<file path="config.mk">
export PLATFORM = sky130hd
export DESIGN_NAME = sensor_scan_scheduler
export DESIGN_NICKNAME = d
export VERILOG_FILES = /design/src/rtl/sensor_scan_scheduler_pkg.sv /design/src/rtl/sensor_scan_scheduler_sat_counter.sv /design/src/rtl/sensor_scan_scheduler.sv
export SDC_FILE = /design/constraint.sdc
export NUM_CORES = 1
export LEC_CHECK = 0
export ABC_AREA = 1
export CELL_PAD_IN_SITES_DETAIL_PLACEMENT = 1
export CELL_PAD_IN_SITES_GLOBAL_PLACEMENT = 2
export CORE_MARGIN = 8
export CORE_UTILIZATION = 30
export CTS_CLUSTER_SIZE = 20
export DETAILED_ROUTE_END_ITERATION = 8
export MAX_ROUTING_LAYER = met4
export PLACE_DENSITY_LB_ADDON = 0.1
export SETUP_SLACK_MARGIN = 0.4
export SLEW_MARGIN = 10
export SYNTH_ARGS = -nofsm -noshare
export SYNTH_HDL_FRONTEND = slang
export SYNTH_HIERARCHICAL = 1
export SYNTH_SLANG_ARGS = --single-unit
export TNS_END_PERCENT = 5
</file>
<file path="constraint.sdc">
create_clock -name clk_16ms -period 3.4 [get_ports clk_16ms]
set_input_delay 1.02 -clock clk_16ms [delete_from_list [all_inputs] [get_ports clk_16ms]]
set_output_delay 1.02 -clock clk_16ms [all_outputs]
set_load 0.02 [all_outputs]
</file>
<file path="src/rtl/sensor_scan_scheduler_pkg.sv">
// Shared constants and state encoding for the sensor ADC scan scheduler.
package sensor_scan_scheduler_pkg;

  localparam int DATA_W       = 16;
  localparam int CNT_W        = 8;
  localparam int DEF_NUM_CH   = 4;
  localparam int DEF_TIMEOUT  = 8;
  localparam int DEF_SCAN_GAP = 4;

  localparam logic [2:0] ST_IDLE   = 3'd0;
  localparam logic [2:0] ST_SELECT = 3'd1;
  localparam logic [2:0] ST_START  = 3'd2;
  localparam logic [2:0] ST_WAIT   = 3'd3;
  localparam logic [2:0] ST_LATCH  = 3'd4;
  localparam logic [2:0] ST_NEXT   = 3'd5;
  localparam logic [2:0] ST_GAP    = 3'd6;

  typedef enum logic [2:0] {
    IDLE   = ST_IDLE,
    SELECT = ST_SELECT,
    START  = ST_START,
    WAIT   = ST_WAIT,
    LATCH  = ST_LATCH,
    NEXT   = ST_NEXT,
    GAP    = ST_GAP
  } state_t;

endpackage

</file>
<file path="src/rtl/sensor_scan_scheduler_sat_counter.sv">
// Saturating up-counter with synchronous clear and a fixed terminal-count flag.
module sat_counter
  import sensor_scan_scheduler_pkg::*;
#(
  parameter int         W  = CNT_W,
  parameter logic [W-1:0] TC = '0
)(
  input  logic clk,
  input  logic rst,
  input  logic clr,
  input  logic inc,
  output logic tc
);

  logic [W-1:0] count_r;

  // Clear has priority over increment; the count holds once it reaches all ones.
  always_ff @(posedge clk or posedge rst) begin
    if (rst) begin
      count_r <= '0;
    end else if (clr) begin
      count_r <= '0;
    end else if (inc && (count_r != {W{1'b1}})) begin
      count_r <= count_r + W'(1);
    end
  end

  assign tc = (count_r == TC);

endmodule

</file>
<file path="src/rtl/sensor_scan_scheduler.sv">
// Round-robin scheduler sharing one sensor ADC across NUM_CH protection channels.
// Latches each result and strobes that channel's protection FSM once per fresh sample.
module sensor_scan_scheduler
  import sensor_scan_scheduler_pkg::*;
#(
  parameter int NUM_CH   = DEF_NUM_CH,
  parameter int TIMEOUT  = DEF_TIMEOUT,
  parameter int SCAN_GAP = DEF_SCAN_GAP,
  localparam int CW      = $clog2(NUM_CH)
)(
  input  logic                     clk_16ms,
  input  logic                     rst,
  input  logic                     run,
  input  logic [NUM_CH-1:0]        ch_skip,
  input  logic                     err_clr,
  output logic                     adc_start,
  output logic [CW-1:0]            adc_ch,
  input  logic                     adc_done,
  input  logic [DATA_W-1:0]        adc_data,
  output logic [DATA_W*NUM_CH-1:0] ch_sample,
  output logic [NUM_CH-1:0]        ch_enable,
  output logic [NUM_CH-1:0]        adc_err,
  output logic                     scan_done,
  output logic                     busy
);

  localparam logic [CW-1:0]    LAST_CH  = CW'(NUM_CH - 1);
  localparam logic [CNT_W-1:0] TIMER_TC = CNT_W'(TIMEOUT - 1);
  localparam logic [CNT_W-1:0] GAP_TC   = (SCAN_GAP == 0) ? {CNT_W{1'b0}} : CNT_W'(SCAN_GAP - 1);

  state_t            state_r;
  logic [CW-1:0]     ch_idx_r;
  logic              last_ch_s;
  logic              timer_tc_s;
  logic              gap_tc_s;
  logic              sample_we_s;
  logic [NUM_CH-1:0] idx_onehot_s;
  logic [NUM_CH-1:0] err_set_s;

  assign last_ch_s    = (ch_idx_r == LAST_CH);
  assign idx_onehot_s = {{(NUM_CH-1){1'b0}}, 1'b1} << ch_idx_r;

  sat_counter #(.W(CNT_W), .TC(TIMER_TC)) u_timeout (
    .clk (clk_16ms),
    .rst (rst),
    .clr (state_r == START),
    .inc (state_r == WAIT),
    .tc  (timer_tc_s)
  );

  sat_counter #(.W(CNT_W), .TC(GAP_TC)) u_gap (
    .clk (clk_16ms),
    .rst (rst),
    .clr (state_r == NEXT),
    .inc (state_r == GAP),
    .tc  (gap_tc_s)
  );

  // WAIT outcome decode: a done strobe beats a timeout landing in the same cycle.
  always_comb begin
    sample_we_s = 1'b0;
    err_set_s   = {NUM_CH{1'b0}};
    if (state_r == WAIT) begin
      sample_we_s = adc_done;
      if (!adc_done && timer_tc_s) begin
        err_set_s = idx_onehot_s;
      end else begin
        err_set_s = {NUM_CH{1'b0}};
      end
    end else begin
      sample_we_s = 1'b0;
      err_set_s   = {NUM_CH{1'b0}};
    end
  end

  // Scan sequencer; strobes are asserted while sitting in the state they belong to.
  always_ff @(posedge clk_16ms or posedge rst) begin
    if (rst) begin
      state_r   <= IDLE;
      ch_idx_r  <= '0;
      adc_start <= 1'b0;
      adc_ch    <= '0;
      ch_enable <= {NUM_CH{1'b0}};
      scan_done <= 1'b0;
      busy      <= 1'b0;
    end else begin
      adc_start <= 1'b0;
      ch_enable <= {NUM_CH{1'b0}};
      scan_done <= 1'b0;
      case (state_r)
        IDLE: begin
          if (run) begin
            state_r  <= SELECT;
            ch_idx_r <= '0;
            busy     <= 1'b1;
          end
        end
        SELECT: begin
          if (ch_skip[ch_idx_r]) begin
            state_r   <= NEXT;
            scan_done <= last_ch_s;
          end else begin
            state_r   <= START;
            adc_ch    <= ch_idx_r;
            adc_start <= 1'b1;
          end
        end
        START: state_r <= WAIT;
        WAIT: begin
          if (adc_done) begin
            state_r   <= LATCH;
            ch_enable <= idx_onehot_s;
          end else if (timer_tc_s) begin
            state_r   <= NEXT;
            scan_done <= last_ch_s;
          end
        end
        LATCH: begin
          state_r   <= NEXT;
          scan_done <= last_ch_s;
        end
        NEXT: begin
          if (!last_ch_s) begin
            ch_idx_r <= ch_idx_r + CW'(1);
            state_r  <= SELECT;
          end else begin
            // Run is only honoured here, so a scan in flight is never cut short.
            ch_idx_r <= '0;
            if (!run) begin
              state_r <= IDLE;
              busy    <= 1'b0;
            end else if (SCAN_GAP == 0) begin
              state_r <= SELECT;
            end else begin
              state_r <= GAP;
            end
          end
        end
        GAP: begin
          if (!run) begin
            state_r <= IDLE;
            busy    <= 1'b0;
          end else if (gap_tc_s) begin
            state_r <= SELECT;
          end
        end
        default: begin
          state_r <= IDLE;
          busy    <= 1'b0;
        end
      endcase
    end
  end

  // Result capture; the register already holds the new value while ch_enable is high.
  always_ff @(posedge clk_16ms or posedge rst) begin
    if (rst) begin
      ch_sample <= '0;
    end else if (sample_we_s) begin
      ch_sample[DATA_W*int'(ch_idx_r) +: DATA_W] <= adc_data;
    end
  end

  // Sticky timeout flags; a new timeout survives a simultaneous clear.
  always_ff @(posedge clk_16ms or posedge rst) begin
    if (rst) begin
      adc_err <= {NUM_CH{1'b0}};
    end else begin
      adc_err <= (err_clr ? {NUM_CH{1'b0}} : adc_err) | err_set_s;
    end
  end

endmodule

</file>
# Word-level counts from Yosys, hierarchy flattened

Cells that the tools add are included.

Flip-flop bits (word level): 98
Input port bits: 25
Output and inout port bits: 77
Word-level logic and storage cells: 85

Add/sub/neg operators: 4
$lt $le $gt $ge: 1
Eq/ne operators: 15
Shifts and indexed selects: 3
Muxes and demuxes: 35
Bitwise gates (word level): 3
Reduce and logical (&&, ||, !) cells: 13

Operator list:

| operator                 | count |
|---|---|
| $bwmux 64                | 1 |
| $shift 16x33->64 const A | 1 |
| $shiftx 16x33->64        | 1 |
| $neg 6->33               | 1 |
| $mux 8                   | 4 |
| $mux 3                   | 8 |
| $pmux 3 s7               | 1 |
| $mux 4                   | 5 |
| $add 8x1->8 const B      | 2 |
| $ne 8x8->1 const B       | 2 |
| $mux 1                   | 10 |
| $eq 3x3->1 const B       | 3 |
| $eq 8x2->1 const B       | 1 |
| $eq 8x3->1 const B       | 1 |
| $eq 3x2->1 const B       | 2 |
| $ne 3x3->1 const B       | 2 |
| $reduce_and 3->1         | 2 |
| $reduce_bool 2->1        | 3 |
| $mux 2                   | 2 |
| $ne 2x2->1 const B       | 2 |
| $or 4x4->4               | 1 |
| $pmux 1 s4               | 1 |
| $pmux 2 s2               | 1 |
| $reduce_and 2->1         | 2 |
| 12 further kinds         | 15 |

# Logic depth before layout (Yosys ltp)

Depth after elaboration: 5
Mapped depth: 11
Depth with buffers taken out: 11

# By module

Netlist, hierarchy kept.

By module, submodules not included:

| module                   | times used | cells an instance | area each (um^2) | seq. area each (um^2) |
|---|---|---|---|---|
| sensor_scan_scheduler    | 1          | 407               | 3,637.2          | 2,052.0 |
| sat_counter at u_gap     | 1          | 74                | 520.5            | 200.2 |
| sat_counter at u_timeout | 1          | 70                | 490.5            | 200.2 |

# Least setup slack after synthesis

No wires, ideal clock.

Path type: flip-flop to flip-flop
Start: reg ch_idx_r[0]
End: reg ch_sample[0]
Library setup time: 0.077 ns
Data arrival time: 1.774 ns
Required time: 3.323 ns
Slack: 1.549 ns
Cell stages (with the launch flop): 9
Path buffers: 3
Clock period less this slack: 1.851 ns
Path through: dfrtp_1 -> buf_2 -> inv_2 -> ha_1 -> buf_2 -> nor3_2 -> buf_2 -> nand2_1 -> a21oi_1

Cells in the longest elaborated chain, start to end: 3
Elaborated cells on any way between the ends: 4
Classes of those cells: add/sub: 1; shift: 2; mux: 1

RTL lines:

| item                                                         | RTL line                     | text |
|---|---|---|
| start, declared                                              | sensor_scan_scheduler.sv:32  | `logic [CW-1:0] ch_idx_r;` |
| start signal, assigned                                       | sensor_scan_scheduler.sv:124 | `ch_idx_r <= ch_idx_r + CW'(1);` |
| $neg 6->33 *                                                 | sensor_scan_scheduler.sv:160 | `ch_sample[DATA_W*int'(ch_idx_r) +: DATA_W] <= adc_data;` |
| $shiftx 16x33->64 / $shift 16x33->64 (equally long branches) | sensor_scan_scheduler.sv:160 |  |
| $bwmux 64 *                                                  | sensor_scan_scheduler.sv:160 |  |
| end signal, assigned by index                                | sensor_scan_scheduler.sv:160 |  |
| end, declared                                                | sensor_scan_scheduler.sv:20  | `output logic [DATA_W*NUM_CH-1:0] ch_sample,` |

Mark *: on every way between the ends. The rest lies on a longest branch, timed or not.
A chain may end at the register's enable or synchronous reset.

# Worst setup path in the final report

Start: reg ch_idx_r[0]
End: reg ch_sample[35]

Same word-level chain as after synthesis.

==> flow_metrics.tcl <==
set metrics [dict create \
    drcViolationCount 0 \
    synth_enable_flop_cells 0 \
    cts_tree "built" \
    overflow 0 \
    cts-root-buf "clkbuf_16" \
    portBuffers 101 \
    fp.dieW_um 140 \
    relSlewSlack_pct 49.8 \
    antenna_found_initial 0 \
    rsz0062_at_grt "false" \
    drv_cap 0 \
    ir_worst_vdd_uv 323 \
    wl_met3_um 640 \
    wl_met1_um 6810 \
    die-area_um2 19700 \
    synthArstFlopShare_pct 100 \
    cts_setup_buffers 0 \
    routed_wl_um 14800 \
    synth_area_per_cell_um2 8.44 \
    dr.pass1.iters 5 \
    ctsHoldBuffers 0 \
    final_hold_viol_count 0 \
    synth_nets 584 \
    syn-cell-area_um2 4650 \
    grt_pass1_vias 4466 \
    grt_use_total_pct 16.1 \
    cts-root-to-sink-buffers 2 \
    synthTopCellsByArea "dfrtp_1 53%, nand2_1 10%, nor2_1 5.2%" \
    p_leak_nw 2.87 \
    cts_made_buffers 9 \
    power.density_nw_per_um2 827 \
    crit_arrival_ps 2890 \
    worst_setup_path_end_kind "register" \
    grt_pass1_wl_um 24600 \
    critical_path_class "reg -> reg" \
    fin_nets 680 \
    final_util_pct 40.7 \
    drtAntennaViolNets 0 \
    period_needed_ps 2620 \
    placementRows 45 \
    dr.max_layer_used "met4" \
    synth.largest_area_cell "dfrtp_1" \
    tns_ps 0 \
    wl_met2_um 7110 \
    worst_pin_slew_ps 748 \
    hp-class "reg -> reg" \
    drv_slew 0 \
    crit_fanout 13 \
    synth_top_area_share_pct 52.8 \
    grt_max_degree 51 \
    yosys_warnings 6 \
    clk_latency_ps 350 \
    finalSetupViolations 0 \
    gp_congestion 0.805 \
    vias_per_cell 4.94 \
    synth_commonest_cells "129 x nand2_1, 98 x dfrtp_1, 65 x nor2_1" \
    crit_required_ps 3680 \
    ctsHtreeMaxLevel 3 \
    diodes 0 \
    fin_crit_sh_pct 77.0 \
    cts_sinks 98 \
    cp-start-kind "register" \
    netlist_instances 551 \
    status "finished clean" \
    io_pins 102 \
    drtIter0Drc 225 \
    vias 4147 \
    synth-seq-cells 98 \
    area_delta_synth_final_pct 32.7 \
    clk_pin_slew_ps 70 \
    fin_skew_ps 8.17 \
    fmax_mhz 382 \
    wl_per_cell_um 17.6 \
    die_h_um 140 \
    core_area_um2 15100 \
    ys_seq_area_share_pct 52.8 \
    initial_core_util_pct 30.7 \
    synth_flop_cell "dfrtp_1" \
    final_layout_size_suffix_gt1_share_pct 7.21 \
    synth_cell_types 29 \
    synth.most_common_cell "nand2_1" \
    dp.final_hpwl_um 11000 \
]
layer usage:
metal  up-vias  global-route usage (%)
li1       2011                       -
met1      2042                    19.7
met2        82                    26.2
met3        12                    3.09
met4         0                    5.60
met5         -                       -
layout by cell type (no fill, tap or decap), drive strengths merged:
cell type,instances
ha,8
o22ai,6
clkbuf,10
nand4,25
clkinv,5
o21ai,39
nor4,2
a21oi,47
inv,41
clkinvlp,1
bufinv,2
nor3,6
nor2,73
xor2,2
clkdlybuf4s50,101
dfrtp,98
buf,7
nand2,139
nand3,40
state kept, by name (all words and copies together) (netlist names):
register	cells
busy	1
adc_ch	2
state_r	3
u_gap/count_r	8
adc_start	1
ch_enable	4
ch_idx_r	2
adc_err	4
ch_sample	64
scan_done	1
u_timeout/count_r	8
per-stage QoR:
step / total power, mW / worst slack (ps) / hold slack [ps] / instance area, um2 / cells
final: 5.10 / 782 / 494 / 6170 / 840
after global routing: 5.46 / 460 / 542 / 6170 / 840
after CTS: 5.17 / 583 / 509 / 6160 / 840
after detailed placement: 4.01 / 599 / 480 / 5830 / 824
after global placement: 3.96 / 649 / 484 / 5830 / 824
after floorplan: 3.04 / 1440 / 462 / 4650 / 551
cells by family (layout without fill, tap and decap cells):
| logic type | Yosys count | count (layout) | share of synthesized area [%] |
|---|---|---|---|
| adders and majority gates | 8 | 8 | 2.15 |
| xor gates and xnor gates | 2 | 2 | 0.377 |
| buffers and inverters | 66 | 167 | 6.41 |
| DFF | 98 | 98 | 52.8 |
| and+or+nand+nor | 285 | 285 | 28.2 |
| AOI/OAI and AO/OA | 92 | 92 | 10.1 |
critical path: stages, from the launching register on:
cell and delay (ps):
dfrtp_1 640, inv_2 210, ha_1 620, inv_1 340
nor3_4 460, nand2_1 110, a21oi_1 160
worst paths after layout:
path	start	end	slack, ps	cells after the start
max in group asynchronous	rst	ch_sample[28]	1650	3
worst max-delay path	ch_idx_r[0]	ch_sample[35]	780	6
worst max register to register	ch_idx_r[0]	ch_sample[35]	780	6
worst min-delay path	adc_ch[1]	adc_ch[1]	490	2
min in group asynchronous	rst	u_timeout/count_r[0]	1070	2
worst min register to register	adc_ch[1]	adc_ch[1]	490	2
report_power, final:
group / switching (mW) / total (mW) / internal (mW)
sequential: 0.274 / 1.77 / 1.50
combinational: 1.34 / 2.19 / 0.846
clock: 0.468 / 1.14 / 0.668
cell type report:
| cell class | instances | area (um2) |
|---|---|---|
| well taps | 188 | 235 |
| clock buffers | 10 | 239 |
| repair buffers | 108 | 1080 |
| fillers | 1774 | 8980 |
| flip-flops and latches | 98 | 2450 |
| multi-input cells | 387 | 1900 |
| inverters | 43 | 171 |
| clock inverters | 6 | 87.6 |
what timing repair did:
| item | CTS | global route |
|---|---|---|
| endpoints found under the setup margin | 0 | 10 |
| resized for setup | 0 | 1 |
| endpoints found under the hold margin | 0 | 0 |
Power figures use the tool's default switching activity.
